File: src/rtl/psk_packetizer_if.sv
// rtl/psk_packetizer_if.sv - payload byte stream feeding the PSK packetizer
interface psk_packetizer_if;
  logic [7:0] data_tdata;
  logic       data_tvalid;
  logic       data_tready;
  logic       data_tlast;
  logic       data_tuser;

  modport master (output data_tdata, data_tvalid, data_tlast, data_tuser, input data_tready);
  modport slave  (input data_tdata, data_tvalid, data_tlast, data_tuser, output data_tready);
endinterface

File: src/rtl/psk_packetizer.sv
// rtl/psk_packetizer.sv - frames payload bytes into preamble/Barker/payload/guard PSK symbols
module psk_packetizer #(
  parameter int          PREAMBLE_LEN = 32,
  parameter int          GUARD_LEN    = 8,
  parameter logic [12:0] BARKER_CODE  = 13'b1111100110101
) (
  input  logic              clk_32M768,
  input  logic              rst_n_32M768,
  input  logic              clk_enable,
  psk_packetizer_if.slave   axis,
  output logic              BPSK,
  output logic [1:0]        QPSK,
  output logic              sym_valid,
  output logic              is_bpsk,
  output logic              tx_busy,
  output logic              underrun
);
  localparam logic [7:0]  PRE_LEN    = 8'(PREAMBLE_LEN);
  localparam logic [7:0]  GUARD_LAST = 8'(GUARD_LEN - 1);
  localparam logic [7:0]  BARKER_LEN = 8'd13;
  localparam logic [15:0] BARKER_EXT = {3'b000, BARKER_CODE};

  typedef enum logic [2:0] {IDLE, PREAMBLE, BARKER, PAYLOAD, FLUSH, GUARD} state_t;

  state_t     state;
  logic [7:0] hold_byte;
  logic       hold_last;
  logic       hold_user;
  logic       hold_valid;
  logic [7:0] shift_reg;
  logic       cur_last;
  logic [7:0] sym_cnt;
  logic [2:0] bit_idx;

  logic       accept;
  logic       byte_done;
  logic [2:0] bit_wrap;
  logic [1:0] load_sym;
  logic [7:0] load_shift;
  logic       barker_bit;
  logic [1:0] sym_next;
  logic       sym_emit;

  assign axis.data_tready = (state == GUARD) ? 1'b0 : (state == FLUSH) ? 1'b1 : ~hold_valid;
  assign accept     = axis.data_tvalid & axis.data_tready;
  assign bit_wrap   = is_bpsk ? 3'd7 : 3'd3;
  assign byte_done  = (bit_idx == bit_wrap);
  assign load_sym   = is_bpsk ? {2{hold_byte[7]}} : hold_byte[7:6];
  assign load_shift = is_bpsk ? {hold_byte[6:0], 1'b0} : {hold_byte[5:0], 2'b00};
  assign barker_bit = BARKER_EXT[4'd12 - sym_cnt[3:0]];

  // Symbol chosen for the next clk_enable; silent periods carry zeros.
  always_comb begin
    sym_next = 2'b00;
    sym_emit = 1'b0;
    case (state)
      IDLE: if (hold_valid) begin
        sym_next = 2'b11;
        sym_emit = 1'b1;
      end
      PREAMBLE: begin
        sym_next = (sym_cnt == PRE_LEN) ? {2{BARKER_CODE[12]}} : {2{~sym_cnt[0]}};
        sym_emit = 1'b1;
      end
      BARKER: begin
        sym_next = (sym_cnt == BARKER_LEN) ? load_sym : {2{barker_bit}};
        sym_emit = 1'b1;
      end
      PAYLOAD: if (!byte_done) begin
        sym_next = is_bpsk ? {2{shift_reg[7]}} : shift_reg[7:6];
        sym_emit = 1'b1;
      end else if (!cur_last && hold_valid) begin
        sym_next = load_sym;
        sym_emit = 1'b1;
      end
      default: begin
        sym_next = 2'b00;
        sym_emit = 1'b0;
      end
    endcase
  end

  always_ff @(posedge clk_32M768 or negedge rst_n_32M768) begin
    if (!rst_n_32M768) begin
      state      <= IDLE;
      hold_byte  <= 8'h00;
      hold_last  <= 1'b0;
      hold_user  <= 1'b0;
      hold_valid <= 1'b0;
      shift_reg  <= 8'h00;
      cur_last   <= 1'b0;
      sym_cnt    <= 8'h00;
      bit_idx    <= 3'd0;
      BPSK       <= 1'b0;
      QPSK       <= 2'b00;
      sym_valid  <= 1'b0;
      is_bpsk    <= 1'b0;
      tx_busy    <= 1'b0;
      underrun   <= 1'b0;
    end else begin
      underrun <= 1'b0;
      if (accept && state != FLUSH) begin
        hold_byte  <= axis.data_tdata;
        hold_last  <= axis.data_tlast;
        hold_user  <= axis.data_tuser;
        hold_valid <= 1'b1;
      end
      if (clk_enable) begin
        QPSK      <= sym_next;
        BPSK      <= sym_next[1];
        sym_valid <= sym_emit;
      end
      case (state)
        IDLE: if (clk_enable && hold_valid) begin
          is_bpsk <= hold_user;
          tx_busy <= 1'b1;
          sym_cnt <= 8'd1;
          state   <= PREAMBLE;
        end
        PREAMBLE: if (clk_enable) begin
          if (sym_cnt == PRE_LEN) begin
            sym_cnt <= 8'd1;
            state   <= BARKER;
          end else begin
            sym_cnt <= sym_cnt + 8'd1;
          end
        end
        BARKER: if (clk_enable) begin
          if (sym_cnt == BARKER_LEN) begin
            shift_reg  <= load_shift;
            cur_last   <= hold_last;
            hold_valid <= 1'b0;
            bit_idx    <= 3'd0;
            state      <= PAYLOAD;
          end else begin
            sym_cnt <= sym_cnt + 8'd1;
          end
        end
        PAYLOAD: if (clk_enable) begin
          if (!byte_done) begin
            shift_reg <= is_bpsk ? {shift_reg[6:0], 1'b0} : {shift_reg[5:0], 2'b00};
            bit_idx   <= bit_idx + 3'd1;
          end else if (cur_last) begin
            sym_cnt <= 8'd0;
            state   <= GUARD;
          end else if (hold_valid) begin
            shift_reg  <= load_shift;
            cur_last   <= hold_last;
            hold_valid <= 1'b0;
            bit_idx    <= 3'd0;
          end else begin
            underrun <= 1'b1;
            state    <= FLUSH;
          end
        end
        FLUSH: begin
          // A beat that landed in hold on the underrun edge belongs to the flushed frame.
          hold_valid <= 1'b0;
          if ((hold_valid && hold_last) || (accept && axis.data_tlast)) begin
            sym_cnt <= 8'd0;
            state   <= GUARD;
          end
        end
        GUARD: if (clk_enable) begin
          if (sym_cnt == GUARD_LAST) begin
            tx_busy <= 1'b0;
            state   <= IDLE;
          end else begin
            sym_cnt <= sym_cnt + 8'd1;
          end
        end
        default: state <= IDLE;
      endcase
    end
  end
endmodule

File: src/flat_wrapper.sv
// flat-port wrapper written by rule: the top's interface ports become plain ports
module psk_packetizer_flat 
#(
  parameter int          PREAMBLE_LEN = 32,
  parameter int          GUARD_LEN    = 8,
  parameter logic [12:0] BARKER_CODE  = 13'b1111100110101
)
  (clk_32M768, rst_n_32M768, clk_enable, BPSK, QPSK, sym_valid, is_bpsk, tx_busy, underrun, axis_data_tdata, axis_data_tvalid, axis_data_tlast, axis_data_tuser, axis_data_tready);
  psk_packetizer_if axis_i ();
  input  logic clk_32M768;
  input  logic rst_n_32M768;
  input  logic clk_enable;
  output logic BPSK;
  output logic [1:0] QPSK;
  output logic sym_valid;
  output logic is_bpsk;
  output logic tx_busy;
  output logic underrun;
  input wire logic [$bits(axis_i.data_tdata)-1:0] axis_data_tdata;
  input wire logic [$bits(axis_i.data_tvalid)-1:0] axis_data_tvalid;
  input wire logic [$bits(axis_i.data_tlast)-1:0] axis_data_tlast;
  input wire logic [$bits(axis_i.data_tuser)-1:0] axis_data_tuser;
  output wire logic [$bits(axis_i.data_tready)-1:0] axis_data_tready;
  assign axis_i.data_tdata = axis_data_tdata;
  assign axis_i.data_tvalid = axis_data_tvalid;
  assign axis_i.data_tlast = axis_data_tlast;
  assign axis_i.data_tuser = axis_data_tuser;
  assign axis_data_tready = axis_i.data_tready;
  psk_packetizer #(.PREAMBLE_LEN(PREAMBLE_LEN), .GUARD_LEN(GUARD_LEN), .BARKER_CODE(BARKER_CODE)) u_core (.clk_32M768(clk_32M768), .rst_n_32M768(rst_n_32M768), .clk_enable(clk_enable), .axis(axis_i), .BPSK(BPSK), .QPSK(QPSK), .sym_valid(sym_valid), .is_bpsk(is_bpsk), .tx_busy(tx_busy), .underrun(underrun));
endmodule
File: config.mk
export PLATFORM = sky130hd
export DESIGN_NAME = psk_packetizer_flat
export DESIGN_NICKNAME = d
export VERILOG_FILES = /design/src/rtl/psk_packetizer_if.sv /design/src/rtl/psk_packetizer.sv /design/src/flat_wrapper.sv
export SDC_FILE = /design/constraint.sdc
export NUM_CORES = 1
export LEC_CHECK = 0
export BUFFER_PORTS_ARGS = -buffer_cell sky130_fd_sc_hd__buf_2
export CAP_MARGIN = 25
export CORE_MARGIN = 2
export CORE_UTILIZATION = 45
export CTS_BUF_LIST = sky130_fd_sc_hd__clkbuf_4
export DETAILED_ROUTE_END_ITERATION = 8
export MAX_ROUTING_LAYER = met4
export PLACE_DENSITY = 0.62
export SLEW_MARGIN = 20
export SYNTH_ARGS = -nofsm -noshare
export SYNTH_HDL_FRONTEND = slang
export SYNTH_SLANG_ARGS = --single-unit
export TNS_END_PERCENT = 10
File: constraint.sdc
create_clock -name clk_32M768 -period 3.25 [get_ports clk_32M768]
set_clock_uncertainty 0.1 [all_clocks]
set_input_delay 0.1625 -clock clk_32M768 [delete_from_list [all_inputs] [get_ports clk_32M768]]
set_output_delay 0.1625 -clock clk_32M768 [all_outputs]
set_load 0.05 [all_outputs]
# After elaboration in Yosys (flattened, before gate mapping)
# Memories as Yosys holds them, arrays and structs flattened.
# Index checks and enable logic that the tools add are counted.
# word_totals
mem_count	1
wordCells	148
ramBits	0
rom_bits	16
ff_bits	41
latch_bits	0
# classes
n_reduce_logical	18
eq_ne	26
n_mux	81
shift	0
order_cmp	1
n_addsub	3
multipliers	0
bitwise_logic	3
div	0
# mem_list
memory	depth	word_bits	rd	rd_clocked_by_memory_dff	wr	line	text
(no name shown)	16	1	1	0	0	psk_packetizer.sv:50	assign barker_bit = BARKER_EXT[4'd12 - sym_cnt[3:0]];
# ops
cell	count
8-bit two-way mux	19
3-bit two-way mux	19
8-bit case mux with 6 select lines	1
1-bit two-way mux	29
11-bit AND reduction	2
3-bit case mux with 6 select lines	1
2-bit != test (second input constant)	8
8-bit case mux with 2 select lines	1
2-bit two-way mux	5
2-bit by 1-bit != test with 1-bit output (second input constant)	5
3-bit != test (second input constant)	3
8-bit by 1-bit adder with 8-bit output (second input constant)	1
8-bit by 3-bit == test with 1-bit output (second input constant)	1
8-bit by 4-bit == test with 1-bit output (second input constant)	1
8-bit by 6-bit == test with 1-bit output (second input constant)	1
2-bit case mux with 4 select lines	1
3-bit by 2-bit == test with 1-bit output (second input constant)	2
3-bit == test (second input constant)	2
1-bit case mux with 3 select lines	2
3-bit case mux with 2 select lines	1
6-bit AND reduction	1
6-bit nonzero test	1
1-bit logical AND	5
4-bit by 5-bit < comparator with 1-bit output (second input constant)	1
16 further kinds	19

# Logic depth before layout (Yosys ltp)
# depth
word_depth	11
ltp_mapped	8
ltp_nobuf	8

# Worst setup path before layout
# OpenSTA, ideal clock, no wires.
# synth_timing
path_kind	flip-flop to flip-flop
start	register u_core.is_bpsk
end	register u_core.sym_cnt[0]
stages_incl_launch_ff	8
path_buffers	2
arrival_time_ps	2282
slack_ps	743
path_cell_list	dfrtp_1 > buf_6 > xnor2_4 > a21oi_4 > a2111o_1 > or2_1 > buf_6 > mux2_4
# synth_via
elab_chain_cells	4
# synth_lines
element	line	text
start, declared	psk_packetizer.sv:14	output logic is_bpsk,
start signal, assigned	psk_packetizer.sv:115	is_bpsk <= hold_user;
3-bit two-way mux	psk_packetizer.sv:46	assign bit_wrap = is_bpsk ? 3'd7 : 3'd3;
3-bit == test	psk_packetizer.sv:47	assign byte_done = (bit_idx == bit_wrap);
2-bit by 1-bit != test with 1-bit output (no line)	-	
11-bit AND reduction (no line)	-	
end signal, assigned	psk_packetizer.sv:125	sym_cnt <= sym_cnt + 8'd1;
end signal, assigned	psk_packetizer.sv:136	sym_cnt <= sym_cnt + 8'd1;
end signal, assigned	psk_packetizer.sv:169	sym_cnt <= sym_cnt + 8'd1;
end, declared	psk_packetizer.sv:32	logic [7:0] sym_cnt;
# Every way passes these cells.
# A chain may end at the register's enable or synchronous reset.

# Final worst setup path
# layout_timing
start	register u_core.state[2]
end	register u_core.sym_cnt[0]
# layout_via
elab_chain_cells	8
word_cells_on_any_way	24
cone_classes	eq/ne (15); mux (3); bitwise (1); reduce/logical (5)
# layout_lines
element	line	text
start, declared	psk_packetizer.sv:25	state_t state;
start signal, assigned	psk_packetizer.sv:85	state <= IDLE;
start signal, assigned	psk_packetizer.sv:118	state <= PREAMBLE;
start signal, assigned	psk_packetizer.sv:123	state <= BARKER;
3-bit == test	psk_packetizer.sv:44, psk_packetizer.sv:113	
1-bit two-way mux (2 in a row)	psk_packetizer.sv:44	assign axis.data_tready = (state == GUARD) ? 1'b0 : (state == FLUSH) ? 1'b1 : ~hold_valid;
1-bit AND	psk_packetizer.sv:45	assign accept = axis.data_tvalid & axis.data_tready;
1-bit logical AND	psk_packetizer.sv:159	if ((hold_valid && hold_last) || (accept && axis.data_tlast)) begin
1-bit logical OR	psk_packetizer.sv:159	
2-bit != test (no line)	-	
11-bit AND reduction (no line)	-	
# Several ways; a longest one is shown, not always the timed one.

==> out/summary.txt <==
Post-Synth Simple-Gate Area - 17.1%
Die area - 6370 sq um
CP cell instances - or3b_2 -> or2_1 -> a21oi_2 -> or2_1 -> mux2_4
Post-Route WL - 5480 microns
Reg2reg path depth - 5
Core footprint - 5540 sq um
Fin crit share - 80.2%
Syn Nets - 280
Cell row count - 27
Slew of the pin with the lowest slew margin - 0.858 ns
Mux share of post-synthesis cell area - 13.2%
Hold Startpoint - clk_enable
Setup_tns - 0 ns
Total chip power - 2450 uW
Slowest CP cell - or3b_2
Fin. Hold Viols - 0
WHS Path Cells - 3
CTS tree - done
Maximum VDD drop - 0.420 mV
Worst-path fanout max - 20
CTS buffer count - 5
Cells after synthesis - 261
Adder-cell share of the synthesized area - 2.42%
Clock Tree Buf Depth - 2
Worst setup SP type - flop
Initial antenna violation count - 0
Max-cap violations - 0
Chip height - 79.8 microns
GRT overflow - 0
Ant diodes - 0
Routed vias/inst - 5.87
Cell mode on critical path - or2_1
RSZ-0062 raised after global routing - false
CP required - 3.41 ns
CP peak stage delay - 0.66 ns
Fmax - 383 MHz
Endpoint of the worst register-to-register path - u_core.sym_cnt[0]
Layout overhead on the synthesized area - 11.9%
Clock slew at reported path FFs - 0.13 ns
Post-DRT Antenna Nets - 0
Drt drc - 0
#FFs+latches synth - 39
Part of the Yosys area used for sequential elements - 37.7%
Post-synth top area cell - dfrtp_1
Hold_buf cts - 12
Post-Synth XOR/XNOR Area - 1.40%
Run status - finished clean
Htree depth - 2
Capturing element type of the critical path - flop
Leak pwr - 0.00119 uW
Area post-placement - 2720 sq um
Launch point of the worst reg-to-reg path - u_core.state[2]
Synth Cell Area - 2590 sq um
Drt wl/cell - 15.3 microns
Synth top area share - 37.7%
Post-DP HPWL - 3850 microns
Number of global-route vias before repair - 1916
Via count - 2108
Post-layout net count - 305
Reg2Reg Setup Slack - 0.64 ns
Synth top area cells - dfrtp_1, mux2_2, mux4_1
Hold Path Class - input port to flop
Final GP Congestion - 0.830
Crit Path Class - flop to flop
Clock root buffer - clkbuf_4
Worst Setup SP - u_core.state[2]
Top FF cell, synth - dfrtp_1
Max-slew headroom - 42.8%
Syn_area_per_cell - 9.91 sq um
Final instance area - 2900 sq um
Main combinational cell family by area after synthesis - compound AO/OA/AOI/OAI gates
Worst hold margin - 0.0845 ns
Synth Area in Compound Gates - 22.4%
Setup violations, final - 0
Yosys warns - 0
Die W - 79.8 microns
PwrDens - 846 nW/um^2
Async set or reset register ratio after synthesis - 100%
Hold endpoint - u_core.underrun
Largest net degree at the start of global routing - 40
Final Max Tran Viols - 0
Post-synth EDFFs - 0
Later-pin clock latency in the skew report - 0.36 ns
Input/output buffers - 21
CP Data Arrival Time - 2.77 ns
Layout cells sized above 1 - 22.3%
CTS-repair resized insts - 0
First drt pass iteration count - 4
Buffer count from post-CTS setup fixing - 0
Initial Utilization - 46.7%
Synth cell types - 67
Iteration-0 DRC Markers - 150
Fin util - 52.3%
Tmin final - 2.61 ns
Sink Count - 39
# IOs - 22
Global Route Usage Sum - 19.3%
Global-route wire length before repair - 9340 microns
-- Yosys cell counts, drive strengths merged (2+ instances only) --
cell type	n
o41ai	5
nand2	14
a211o	2
ha	5
o21ai	16
nand2b	7
inv	12
nand3b	2
o32ai	4
nand3	8
or3	3
mux2i	3
nor2b	5
nor4	2
o31ai	7
a21boi	2
or2	3
o32a	2
xnor2	2
buf	7
nand4	2
nor2	15
nor3b	4
a21oi	18
dfrtp	39
nor3	9
a31oi	4
or4	2
clkbuf	13
mux4	4
mux2	18
-- layout make-up --
type | count | area, sq um
fillers | 526 | 2650
multi-input cells | 190 | 1460
flip-flops and latches | 39 | 976
repair buffers | 38 | 263
well taps | 72 | 90.1
inverters | 12 | 45.0
clock buffers | 5 | 37.5
clock inverters | 3 | 20.0
-- cell families after synthesis --
group | after synthesis
and+or+nand+nor | 81
AOI/OAI and AO/OA | 77
DFF | 39
buffers and inverters | 32
muxes | 25
adders and majority gates | 5
xor gates and xnor gates | 2
-- critical path, delay by kind of cell (launching register included) --
family	cells	cell delay, ns
AND/OR/NAND/NOR	3	1.28
multiplexers	1	0.33
flip-flops	1	0.60
AO/OA/AOI/OAI	1	0.21
-- layer usage --
metal  global-route usage (%)  wire (microns)
met5                        -               0
met4                     6.61              89
met3                     3.17             219
met2                     27.4            2350
met1                     28.0            2820
-- worst max path at each step --
stage	end	slack (ns)	cells after the start
global route	u_core.sym_cnt[0]	0.51	6
CTS	u_core.sym_cnt[0]	0.66	5
floorplan	u_core.sym_cnt[0]	0.74	7
finish	u_core.sym_cnt[0]	0.64	5
detailed placement	u_core.sym_cnt[0]	0.65	5
global placement	u_core.sym_cnt[0]	0.68	5
-- stage by stage --
| stage | cells | setup slack [ns] |
|---|---|---|
| 5_1_grt | 359 | 0.513 |
| 4_1_cts | 359 | 0.663 |
| 6_report | 359 | 0.642 |
| 2_1_floorplan | 261 | 0.743 |
| 3_3_place_gp | 338 | 0.684 |
| 3_5_place_dp | 339 | 0.650 |
-- where the power goes --
part	switching (uW)	total (uW)	internal, uW
Clock	177	261	83.1
Combinational	725	1300	570
Sequential	229	893	664
-- cells in the final DEF (no fill, tap or decap), types with 9 or more instances in the layout --
cell	synthesis	layout
dfrtp_1	39	39
buf_2	2	21
mux2_2	17	17
a21oi_1	16	16
o21ai_0	16	16
nor2_1	14	14
nand2_1	14	14
inv_1	12	12
dlygate4sd3_1	0	12
nor3_1	9	9
No activity file was read; power rests on OpenSTA's default activity.
